### config.mk
export PLATFORM = sky130hd
export DESIGN_NAME = window_rom_arbiter
export DESIGN_NICKNAME = d
export VERILOG_FILES = /design/src/rtl/window_rom_arbiter.sv
export SDC_FILE = /design/constraint.sdc
export NUM_CORES = 1
export LEC_CHECK = 0
export ABC_AREA = 1
export BUFFER_PORTS_ARGS = -buffer_cell sky130_fd_sc_hd__buf_2
export CAP_MARGIN = 40
export CORE_UTILIZATION = 55
export CTS_CLUSTER_DIAMETER = 120
export CTS_CLUSTER_SIZE = 8
export DETAILED_ROUTE_END_ITERATION = 12
export GPL_TIMING_DRIVEN = 0
export PLACE_DENSITY_LB_ADDON = 0.05
export REMOVE_ABC_BUFFERS = 1
export SYNTH_ARGS = -nofsm -noshare
export SYNTH_HDL_FRONTEND = slang
export SYNTH_SLANG_ARGS = --single-unit
### constraint.sdc
create_clock -name clk -period 9.36 [get_ports clk]
set_clock_uncertainty 0.1 [all_clocks]
set_input_delay 0.468 -clock clk [delete_from_list [all_inputs] [get_ports clk]]
set_output_delay 0.468 -clock clk [all_outputs]
set_load 0.05 [all_outputs]
### src/rtl/window_rom_arbiter.sv
// window_rom_arbiter
//   Shares one single-port image ROM between two 3x3 window filter engines
//   (requester 0 = Sobel, requester 1 = Gaussian). Each grant issues a
//   9-read burst in column-major kernel order starting at the requester's
//   top-left pixel address. Returned ROM data is tagged with its owner and
//   kernel phase.
//
//   Parameters
//     IMG_W    image row pitch in pixels
//     ADDR_W   ROM address width
//     DATA_W   pixel width
//     ROM_LAT  ROM read latency in cycles (1..4)
//
//   Ports
//     clk, rst                  clock, synchronous active-high reset
//     req0/req1, base0/base1    burst requests (level) and window base addresses
//     gnt0/gnt1                 high for the 9 issue cycles of a burst
//     rom_en, rom_addr          ROM read strobe and address
//     rom_data                  ROM read data (ROM_LAT cycles after rom_en)
//     rd_valid0/rd_valid1       rd_data belongs to requester 0 / 1
//     rd_data, rd_idx           returned pixel and its kernel phase 0..8
//     burst_done0/burst_done1   pulse with the phase-8 rd_valid
//     busy                      burst issuing or its data still in flight
//
//   Build option
//     ARB_FIXED_PRIO_EN  when defined, requester 0 always wins ties and no
//                        round-robin pointer exists.
module window_rom_arbiter #(
    parameter int IMG_W   = 32,
    parameter int ADDR_W  = 10,
    parameter int DATA_W  = 8,
    parameter int ROM_LAT = 1
) (
    input  logic              clk,
    input  logic              rst,
    input  logic              req0,
    input  logic              req1,
    input  logic [ADDR_W-1:0] base0,
    input  logic [ADDR_W-1:0] base1,
    output logic              gnt0,
    output logic              gnt1,
    output logic              rom_en,
    output logic [ADDR_W-1:0] rom_addr,
    input  logic [DATA_W-1:0] rom_data,
    output logic              rd_valid0,
    output logic              rd_valid1,
    output logic [DATA_W-1:0] rd_data,
    output logic [3:0]        rd_idx,
    output logic              burst_done0,
    output logic              burst_done1,
    output logic              busy
);

    typedef enum logic {IDLE, ISSUE} state_t;

    state_t            state, state_nx;
    logic [3:0]        ph, ph_nx;
    logic              owner, owner_nx;
    logic [ADDR_W-1:0] base_q, base_nx;
    logic              win;

    // Issue-stage tag registers travelling alongside rom_en/rom_addr
    logic [3:0]        iss_ph;

    // Return shift register, stage ROM_LAT lines up with rom_data
    logic [ROM_LAT:1]       ret_v;
    logic [ROM_LAT:1]       ret_own;
    logic [ROM_LAT:1][3:0]  ret_ph;

    // Kernel offset for phase p: column-major walk over the 3x3 window
    function automatic logic [ADDR_W-1:0] phase_offset(input logic [3:0] p);
        logic [ADDR_W-1:0] row;
        logic [ADDR_W-1:0] col;
        row = ADDR_W'(p % 4'd3);
        col = ADDR_W'(p / 4'd3);
        return row * ADDR_W'(IMG_W) + col;
    endfunction

`ifdef ARB_FIXED_PRIO_EN
    always_comb begin
        win = ~req0;
    end
`else
    // Last-served pointer; resets to 1 so requester 0 takes the first tie.
    // An owner re-requesting at phase 8 is the last served, so a waiting
    // peer wins.
    logic last, last_nx;

    always_comb begin
        win = (req0 && req1) ? ~last : req1;
    end
`endif

    always_comb begin
        state_nx = state;
        ph_nx    = ph;
        owner_nx = owner;
        base_nx  = base_q;
`ifndef ARB_FIXED_PRIO_EN
        last_nx  = last;
`endif
        // Arbitration slot: idle, or the last issue cycle of a burst so the
        // next burst follows with no gap.
        if (state == IDLE || ph == 4'd8) begin
            if (req0 || req1) begin
                state_nx = ISSUE;
                ph_nx    = 4'd0;
                owner_nx = win;
                base_nx  = win ? base1 : base0;
`ifndef ARB_FIXED_PRIO_EN
                last_nx  = win;
`endif
            end else begin
                state_nx = IDLE;
                ph_nx    = 4'd0;
            end
        end else begin
            ph_nx = ph + 4'd1;
        end
    end

    always_ff @(posedge clk) begin
        if (rst) begin
            state  <= IDLE;
            ph     <= 4'd0;
            owner  <= 1'b0;
            base_q <= '0;
`ifndef ARB_FIXED_PRIO_EN
            last   <= 1'b1;
`endif
        end else begin
            state  <= state_nx;
            ph     <= ph_nx;
            owner  <= owner_nx;
            base_q <= base_nx;
`ifndef ARB_FIXED_PRIO_EN
            last   <= last_nx;
`endif
        end
    end

    // Registered issue outputs, one cycle behind the state register
    always_ff @(posedge clk) begin
        if (rst) begin
            gnt0     <= 1'b0;
            gnt1     <= 1'b0;
            rom_en   <= 1'b0;
            rom_addr <= '0;
            iss_ph   <= 4'd0;
        end else begin
            gnt0     <= (state == ISSUE) && !owner;
            gnt1     <= (state == ISSUE) && owner;
            rom_en   <= (state == ISSUE);
            rom_addr <= (state == ISSUE) ? base_q + phase_offset(ph) : '0;
            iss_ph   <= (state == ISSUE) ? ph : 4'd0;
        end
    end

    // Return path; cleared on reset so in-flight reads are discarded
    always_ff @(posedge clk) begin
        if (rst) begin
            ret_v   <= '0;
            ret_own <= '0;
            ret_ph  <= '0;
        end else begin
            ret_v[1]   <= rom_en;
            ret_own[1] <= gnt1;
            ret_ph[1]  <= iss_ph;
            for (int i = 2; i <= ROM_LAT; i++) begin
                ret_v[i]   <= ret_v[i-1];
                ret_own[i] <= ret_own[i-1];
                ret_ph[i]  <= ret_ph[i-1];
            end
        end
    end

    assign rd_data     = rom_data;
    assign rd_valid0   = ret_v[ROM_LAT] & ~ret_own[ROM_LAT];
    assign rd_valid1   = ret_v[ROM_LAT] &  ret_own[ROM_LAT];
    assign rd_idx      = ret_ph[ROM_LAT];
    assign burst_done0 = rd_valid0 && (ret_ph[ROM_LAT] == 4'd8);
    assign burst_done1 = rd_valid1 && (ret_ph[ROM_LAT] == 4'd8);
    assign busy        = (state == ISSUE) || rom_en || (|ret_v);

endmodule

### After elaboration in Yosys (flattened, before gate mapping)

Index checks and enable logic that the tools add are counted.

| storage, ports and cells | value |
|---|---|
| bits in registers | 40 |
| bits of input ports | 32 |
| output and inout bits | 30 |
| word-level logic and storage cells | 41 |

| operators by class | value |
|---|---|
| add/subtract/negate cells | 3 |
| divide/modulo/power cells | 2 |
| eq/ne operators | 2 |
| mux-type cells | 3 |
| bitwise operators | 5 |
| reductions and logical operators | 13 |

Operator list:

| kind | count |
|---|---|
| adder 10 bit | 2 |
| divider 4 x 2 -> 10 bit, second input constant | 1 |
| remainder unit 4 x 2 -> 10 bit, second input constant | 1 |
| two-way mux 10 bit | 1 |
| == test 4 bit, second input constant | 2 |
| logical AND 1 bit | 5 |
| adder 4 x 1 -> 4 bit, second input constant | 1 |
| logical OR 1 bit | 4 |
| OR reduction 2 bit | 2 |
| inverter 1 bit | 3 |
| AND 1 bit | 2 |
| two-way mux 1 bit | 2 |
| AND reduction 2 bit | 1 |
| zero test 1 bit | 1 |

### Logic depth before layout (Yosys ltp)

Gate-level depths: netlist of run 1.

| logic depth | value |
|---|---|
| depth after elaboration | 3 |
| mapped depth | 27 |
| mapped depth without buffers | 27 |

### Worst setup path before layout of run 1

Ideal clock, no wire load.

| timing | value |
|---|---|
| path type | register to register |
| from | register ph[2] |
| to | register rom_addr[9] |
| library setup time | 0.115 ns |
| arrival time | 3.200 ns |
| data required time | 9.145 ns |
| setup slack | 5.945 ns |
| stages on the path, launching flop included | 27 |
| path buffers | 0 |
| clock period less this slack | 3.415 ns |
| cell sequence | dfxtp_1 > inv_2 > nor2_1 > ha_1 > ha_1 > inv_1 > nand3_4 > xor2_1 > ha_1 > inv_1 > nand3_2 > inv_2 > nand2_4 > ha_1 > ha_1 > inv_1 > fa_1 > inv_1 > nand2_1 > a21boi_0 > nand2_1 > nand2_1 > nand2_1 > nand2_1 > inv_1 > a21oi_1 > nor2_1 |

| between the ends | value |
|---|---|
| longest elaborated chain between the ends | 3 |
| elaborated cells on any way between the ends | 4 |
| classes of those cells | add/sub: 2; div: 2 |

Ends and longest elaborated chain:

| item | RTL line | RTL |
|---|---|---|
| start: declaration | 57 | `logic [3:0] ph, ph_nx;` |
| start signal: assignment | 133 | `ph <= ph_nx;` |
| divider 4 x 2 -> 10 bit or remainder unit 4 x 2 -> 10 bit (tied branches) | 75, 74 |  |
| adder 10 bit (*) | 76 | `return row * ADDR_W'(IMG_W) + col;` |
| adder 10 bit (*) | 154 | `rom_addr <= (state == ISSUE) ? base_q + phase_offset(ph) : '0;` |
| end signal: assignment | 154 |  |
| end: declaration | 43 | `output logic [ADDR_W-1:0] rom_addr,` |

Mark *: on every way between the ends. The rest lies on a longest branch, timed or not.
A chain may end at the register's enable or synchronous reset.

### Worst setup path after layout of run 1

Ends and elaborated chain as after synthesis.

==> flow_summary.yaml, run 1 <==
detailed_routing:
  drt.antenna.violating_nets: 0
  wl_per_cell_um: 10.7
  routed_wirelength_um: 3880
  drt-vias-per-instance: 4.88
  drtIter0Drc: 98
  drt-pass1-iter-count: 4
  remaining_drc_errors: 0
  vias: 1771
worst_setup_path:
  slowest_stage: "sky130_fd_sc_hd__dfxtp_1"
  timing.critical_path.max_delay_family: "adder cells"
  startpoint_type: "flop"
  worstSetupPathType: "reg -> reg"
  path_max_fanout: 8
  path_buf_inv: 7
  worst_setup_path_end_kind: "flop"
  data_arrival_time_of_the_critical_path_ns: 4.03
  worst-endpoint-required_ns: 9.49
  crit_path_frequent_cell: "sky130_fd_sc_hd__nand2_1"
  worst_path_largest_cell_delay_ns: 0.44
clock_network:
  clock_tree.root_cell: "sky130_fd_sc_hd__clkbuf_8"
  tritoncts_num_sinks: 40
  cts_hold_buffers: 0
  post-cts-setup-buffer-count: 0
  clock_tree.htree_level_count: 2
  clock_tree_from_tritoncts: "yes"
  cts-root-to-sink-buffers: 2
  cts_resized: 0
  clk_latency_ns: 0.29
  cts-buffers-inserted: 5
  path_clk_slew_ns: 0.08
final_layout:
  fraction_of_final_layout_cells_with_drive_strength_greater_than_1: 0.213
  final.fill_count: 343
  flow.area_growth_from_synthesis_pct: 14.5
  antenna_cells_inserted: 0
  multi_input_combinational_cell_area_mm2: 0.00106
  final-seq-area_um2: 801
  layout.nets: 368
  post_layout_nonfiller_instances: 363
sta:
  fin_crit_sh: 0.417
  achievable-frequency_mhz: 256
  timing.final.setup_violations: 0
  minimum_period_implied_by_the_final_worst_setup_slack_ns: 3.91
  post-route-worst-setup-slack_ns: 5.45
  timing.max_slew.rel_slack: 0.644
  timing.setup.tns_ns: 0
  final-max-slew-violation-count: 0
  worstMarginPinSlew_ns: 0.533
  timing_hold_violations_final: 0
  rsz_0062_raised_after_global_routing: "false"
power_and_ir_drop:
  power_frac_comb: 0.142
  psw_uw: 101
  total_power_uw: 376
  power.share.sequential: 0.489
  power_density_mw_per_mm2: 156
  cell_internal_power_uw: 275
  power.switching_fraction: 0.269
  ir_drop_uv: 83.2
  power.static_leakage_uw: 0.00126
  clockPowerShare: 0.369
placed_design:
  finalWeightedCongestion: 0.822
  inst_count_dp: 355
  place_hpwl_um: 2950
  place.port_buffers: 45
  post-place-ws_ns: 5.44
logic_synthesis:
  post-synth-top-area-cell: "sky130_fd_sc_hd__dfxtp_1"
  synth_top_cell_area_share: 0.380
  ys_types: 32
  synth_area_per_cell_um2: 7.64
  gate_count_of_the_mapped_netlist: 276
  synth.yosys.warnings: 0
  synth_edf_count: 0
  netlist_area_mm2: 0.00211
  post_synth_main_area_contributors: "sky130_fd_sc_hd__dfxtp_1 (38%), sky130_fd_sc_hd__ha_1 (12%), sky130_fd_sc_hd__nand2_1 (9.8%), sky130_fd_sc_hd__inv_1 (6.8%), sky130_fd_sc_hd__nor2_1 (5.2%)"
  number_of_flip_flops_and_latches_in_the_synthesized_netlist: 40
  synth_most_common_cell: "sky130_fd_sc_hd__nand2_1"
  async_flop_share: 0
  synth.top_cells.by_count: "sky130_fd_sc_hd__nand2_1 (55), sky130_fd_sc_hd__dfxtp_1 (40), sky130_fd_sc_hd__inv_1 (38)"
  synthFlopType: "sky130_fd_sc_hd__dfxtp_1"
  synth_sequential_area_ratio: 0.380
global_routing:
  grt_pass1_vias: 1507
  globalRoute.totalOverflow: 0
  grt_first_pass_wirelength_um: 6600
  antenna_found_initial: 0
  grt_start_max_net_pins: 21
  grt.total_usage: 0.209
floorplanning:
  core_outline_area_mm2: 0.00366
  initial_utilization: 0.576
  die_width_um: 63.9
  floorplan.rows: 22
  io_pins: 62
  die_area_mm2: 0.00409
  fp.dieH_um: 63.9
job:
  drv_cap: 0
run_status:
  status: "complete, no violations"
worst_hold_path:
  hold_crit_class: "reg -> reg"
worst min-delay path, stage by stage, from the launching register on:
cell and delay, ns:
sky130_fd_sc_hd__dfxtp_1 0.30, sky130_fd_sc_hd__inv_1 0.04, sky130_fd_sc_hd__nor2_1 0.03
power by group through the flow:
stage          Sequential (uW)  Clock, uW  Combinational (uW)
2_1_floorplan              195          0                29.9
3_3_place_gp               188          0                52.4
3_5_place_dp               188          0                53.0
4_1_cts                    184        141                53.6
5_1_grt                    185        148                60.7
6_report                   184        139                53.3
flip-flops by register name, summed over array words and instances, names as in the netlist, 4 cells and up:
register and count:
iss_ph 4, rd_idx 4, rom_addr 10, base_q 10, ph 4
stage by stage:
step,util,area [um^2],hold slack [ns]
finish,0.660,2420,0.304
global route,0.660,2420,0.320
CTS,0.660,2420,0.304
detailed placement,0.630,2300,0.292
global placement,0.630,2300,0.294
floorplan,-,2020,0.288
path summary, 6_finish.rpt:
kind,startpoint,end,slack (ns),cells after the start
max,ph[2],rom_addr[9],5.45,27
min,iss_ph[1],rd_idx[1],0.30,2
max reg2reg,ph[2],rom_addr[9],5.45,27
min reg2reg,iss_ph[1],rd_idx[1],0.30,2
layer usage:
| layer | vias up | part of all wire | routed length (um) | global-route usage |
|---|---|---|---|---|
| met5 | - | 0 | 0 | 0 |
| met4 | 0 | 0.015 | 60 | 0.0852 |
| met3 | 6 | 0.059 | 227 | 0.0589 |
| met2 | 58 | 0.43 | 1650 | 0.330 |
| met1 | 763 | 0.50 | 1940 | 0.266 |
| li1 | 944 | - | - | - |
layout make-up:
cell class / count / area share
clock buffers: 5 / 0.0285
clock inverters: 3 / 0.0176
inverters: 43 / 0.0673
multi-input cells: 179 / 0.437
flip-flops and latches: 40 / 0.331
well taps: 48 / 0.0249
repair buffers: 45 / 0.0932
cells by family (layout without fill, tap and decap cells):
group / count (synthesis) / in the layout / synth area share
buf+inv: 57 / 96 / 0.120
xor+xnor: 5 / 5 / 0.0208
flops: 40 / 40 / 0.380
compound gates: 45 / 45 / 0.121
simple gates: 107 / 107 / 0.225
fa+ha+maj: 22 / 22 / 0.134
cell usage in the layout, fill, tap and decap left out, types with 5 or more instances in the layout:
cell | netlist | layout
sky130_fd_sc_hd__nand2_1 | 55 | 55
sky130_fd_sc_hd__buf_2 | 3 | 45
sky130_fd_sc_hd__dfxtp_1 | 40 | 40
sky130_fd_sc_hd__inv_1 | 38 | 38
sky130_fd_sc_hd__nor2_1 | 29 | 29
sky130_fd_sc_hd__ha_1 | 21 | 21
sky130_fd_sc_hd__o21ai_0 | 16 | 16
sky130_fd_sc_hd__a21oi_1 | 12 | 12
sky130_fd_sc_hd__nand3_1 | 10 | 10
sky130_fd_sc_hd__a31oi_1 | 10 | 10
sky130_fd_sc_hd__clkbuf_8 | 0 | 5
Power figures use the tool's default switching activity.
==> inputs of run 2 (changes only) <==
--- a/config.mk
+++ b/config.mk
@@ -8,7 +8,7 @@
 export ABC_AREA = 1
 export BUFFER_PORTS_ARGS = -buffer_cell sky130_fd_sc_hd__buf_2
 export CAP_MARGIN = 40
-export CORE_UTILIZATION = 55
+export CORE_UTILIZATION = 51
 export CTS_CLUSTER_DIAMETER = 120
 export CTS_CLUSTER_SIZE = 8
 export DETAILED_ROUTE_END_ITERATION = 12
==> constraint.sdc (replaced) <==
create_clock -name clk -period 3.9 [get_ports clk]
set_clock_uncertainty 0.1 [all_clocks]
set_input_delay 0.195 -clock clk [delete_from_list [all_inputs] [get_ports clk]]
set_output_delay 0.195 -clock clk [all_outputs]
set_load 0.05 [all_outputs]
==> run 2 against run 1 <==
  * Wire length grew 8.9%
  * Flip-flop and latch count is the same
  * Critical path type unchanged
  * Non-clock buffer count is the same
  * Critical path depth fell by 3
  * First-iteration DRC count grew 30%
  * Hold slack got worse by 0.25 ns
  * Core utilization is 3.5 points lower
  * Sequential share of layout area is 0.70 points lower
  * Register-to-register slack worse by 5.1 ns
  * Maximum frequency up 8.9%
  * Via count is 0.96% higher
  * Clock power rose to 2.5 times the previous value
==> flow_summary.yaml, run 2 (synthesis results as in run 1) <==
run_status:
  status: "complete, no violations"
global_routing:
  globalRoute.busiestLayer: "met2"
  grt_util_met2: 0.315
  grt_pass1_vias: 1520
  grt.total_usage: 0.207
  gr-usage-met3: 0.0707
  globalRoute.totalOverflow: 0
  grt_first_pass_wirelength_um: 6760
  antenna_found_initial: 0
  met1_track_demand_over_resource: 0.263
  grt_start_max_net_pins: 21
floorplanning:
  die_width_um: 66.3
  die_area_mm2: 0.00440
  initial_utilization: 0.531
  floorplan.rows: 23
  fp.dieH_um: 66.3
  io_pins: 62
  core_outline_area_mm2: 0.00397
power_and_ir_drop:
  total_power_uw: 925
  power.static_leakage_uw: 0.00126
  power.share.sequential: 0.477
  cell_internal_power_uw: 667
  ir_drop_uv: 245
  power_frac_comb: 0.145
  psw_uw: 259
  clockPowerShare: 0.378
  power.switching_fraction: 0.279
  power_density_mw_per_mm2: 373
clock_network:
  tritoncts_num_sinks: 40
  clock_tree.root_cell: "sky130_fd_sc_hd__clkbuf_8"
  cts-root-to-sink-buffers: 2
  cts-buffers-inserted: 5
  clock_tree.htree_level_count: 2
  path_clk_slew_ns: 0.08
  clk_latency_ns: 0.30
  clock_tree_from_tritoncts: "yes"
detailed_routing:
  wl_per_cell_um: 11.6
  vias: 1788
  drt-vias-per-instance: 4.90
  routed_wirelength_um: 4230
  drtIter0Drc: 127
  drt.antenna.violating_nets: 0
  remaining_drc_errors: 0
  drt-pass1-iter-count: 4
worst_setup_path:
  r2r_setup_slack_ns: 0.31
  slowest_stage: "sky130_fd_sc_hd__dfxtp_2"
  path_buf_inv: 5
  startpoint_type: "flop"
  crit_chain: "inv_2 > nor2_2 > ha_1 > ha_1 > inv_1 > nand3_4 > xor2_4 > ha_1 > inv_1 > nand3_2 > inv_2 > nand2_4 > nand2_1 > xor2_2 > ha_1 > ha_4 > nand3_1 > and2_1 > nand3_1 > nand2_1 > inv_1 > nand3_2 > nand2_1 > nor2_1"
  path_max_fanout: 8
  worstSetupPathType: "reg -> reg"
  crit_path_frequent_cell: "sky130_fd_sc_hd__ha_1"
  timing.critical_path.max_delay_family: "adder cells"
  r2r-end: "rom_addr[9]"
  data_arrival_time_of_the_critical_path_ns: 3.68
  worst-endpoint-required_ns: 4.00
  worst_path_largest_cell_delay_ns: 0.36
  crit-reg2reg-launch: "ph[2]"
  worst_setup_path_end_kind: "flop"
  worst-r2r-cell-count: 24
sta:
  worstMarginPinSlew_ns: 0.528
  rsz_0062_raised_after_global_routing: "false"
  final-max-slew-violation-count: 0
  post-route-worst-setup-slack_ns: 0.313
  minimum_period_implied_by_the_final_worst_setup_slack_ns: 3.59
  timing_hold_violations_final: 0
  timing.setup.tns_ns: 0
  fin_crit_sh: 0.920
  timing.max_slew.rel_slack: 0.648
  timing.final.setup_violations: 0
  achievable-frequency_mhz: 279
worst_hold_path:
  min_to: "base_q[6]"
  worstHoldStart: "base0[6]"
  hold_crit_class: "in -> reg"
  hold_depth: 3
final_layout:
  flow.area_growth_from_synthesis_pct: 17.6
  final.fill_count: 379
  reg.largest.list: "base_q x10, rom_addr x10"
  fraction_of_final_layout_cells_with_drive_strength_greater_than_1: 0.238
  final_common_cell: "sky130_fd_sc_hd__nand2_1"
  antenna_cells_inserted: 0
  layout.nets: 368
  final_cell_mix: "sky130_fd_sc_hd__nand2_1 (55), sky130_fd_sc_hd__buf_2 (45), sky130_fd_sc_hd__inv_1 (38), sky130_fd_sc_hd__dfxtp_1 (37), sky130_fd_sc_hd__nor2_1 (28)"
job:
  drv_cap: 0
placed_design:
  place_hpwl_um: 3120
  finalWeightedCongestion: 0.874
  place.port_buffers: 45
  post-place-ws_ns: 0.0736
## run 2: power by group through the flow
stage                     Sequential, uW  Clock, uW  Combinational [uW]
after floorplan                      467          0                71.7
after global placement               451          0                 128
after detailed placement             451          0                 129
after CTS                            441        356                 130
after global routing                 444        373                 151
final                                442        350                 134
## run 2: stage by stage
stage / hold slack [ns] / instances / area [um^2] / utilization
6_report: 0.0531 / 365 / 2480 / 0.624
2_1_floorplan: 0.164 / 262 / 2020 / -
3_5_place_dp: 0.291 / 357 / 2310 / 0.581
4_1_cts: 0.0507 / 365 / 2420 / 0.610
3_3_place_gp: 0.291 / 357 / 2310 / 0.581
5_1_grt: 0.0648 / 365 / 2480 / 0.624
## run 2: worst max-delay path by stage
stage               slack (ns)  start           to  cells past startpoint
floorplan                 0.48  ph[2]  rom_addr[9]                     26
global placement          0.11  ph[2]  rom_addr[9]                     26
detailed placement        0.07  ph[2]  rom_addr[9]                     26
CTS                       0.04  ph[2]  rom_addr[9]                     26
global route              0.02  ph[2]  rom_addr[9]                     25
finish                    0.31  ph[2]  rom_addr[9]                     24
## run 2: worst reg2reg max path: stages, from the launching register on
cell,delay (ns)
sky130_fd_sc_hd__dfxtp_2,0.36
sky130_fd_sc_hd__inv_2,0.10
sky130_fd_sc_hd__nor2_2,0.06
sky130_fd_sc_hd__ha_1,0.20
sky130_fd_sc_hd__ha_1,0.20
sky130_fd_sc_hd__inv_1,0.12
sky130_fd_sc_hd__nand3_4,0.15
sky130_fd_sc_hd__xor2_4,0.19
sky130_fd_sc_hd__ha_1,0.19
sky130_fd_sc_hd__inv_1,0.10
sky130_fd_sc_hd__nand3_2,0.09
sky130_fd_sc_hd__inv_2,0.07
sky130_fd_sc_hd__nand2_4,0.08
sky130_fd_sc_hd__nand2_1,0.10
sky130_fd_sc_hd__xor2_2,0.16
sky130_fd_sc_hd__ha_1,0.28
sky130_fd_sc_hd__ha_4,0.30
sky130_fd_sc_hd__nand3_1,0.06
sky130_fd_sc_hd__and2_1,0.18
sky130_fd_sc_hd__nand3_1,0.08
sky130_fd_sc_hd__nand2_1,0.05
sky130_fd_sc_hd__inv_1,0.10
sky130_fd_sc_hd__nand3_2,0.08
sky130_fd_sc_hd__nand2_1,0.05
sky130_fd_sc_hd__nor2_1,0.04
## run 2: area by class of cell
class / instances / area, um^2 / area share
well taps: 50 / 62.6 / 0.0252
multi-input cells: 179 / 1110 / 0.448
repair buffers: 45 / 225 / 0.0908
clock inverters: 3 / 46.3 / 0.0187
clock buffers: 5 / 68.8 / 0.0277
flip-flops and latches: 40 / 805 / 0.324
inverters: 43 / 163 / 0.0656
## run 2: per-layer routing
| metal | up-vias | share of wire |
|---|---|---|
| met4 | 0 | 0.022 |
| met1 | 793 | 0.49 |
| met2 | 44 | 0.43 |
| li1 | 942 | - |
| met3 | 9 | 0.056 |
| met5 | - | 0 |
## run 2: repair_timing
| item | in CTS | in global routing |
|---|---|---|
| endpoints found under the setup margin | 0 | 2 |
| hold buffers | 0 | 0 |
| setup buffers | 0 | 0 |
| gates resized for setup | 0 | 10 |
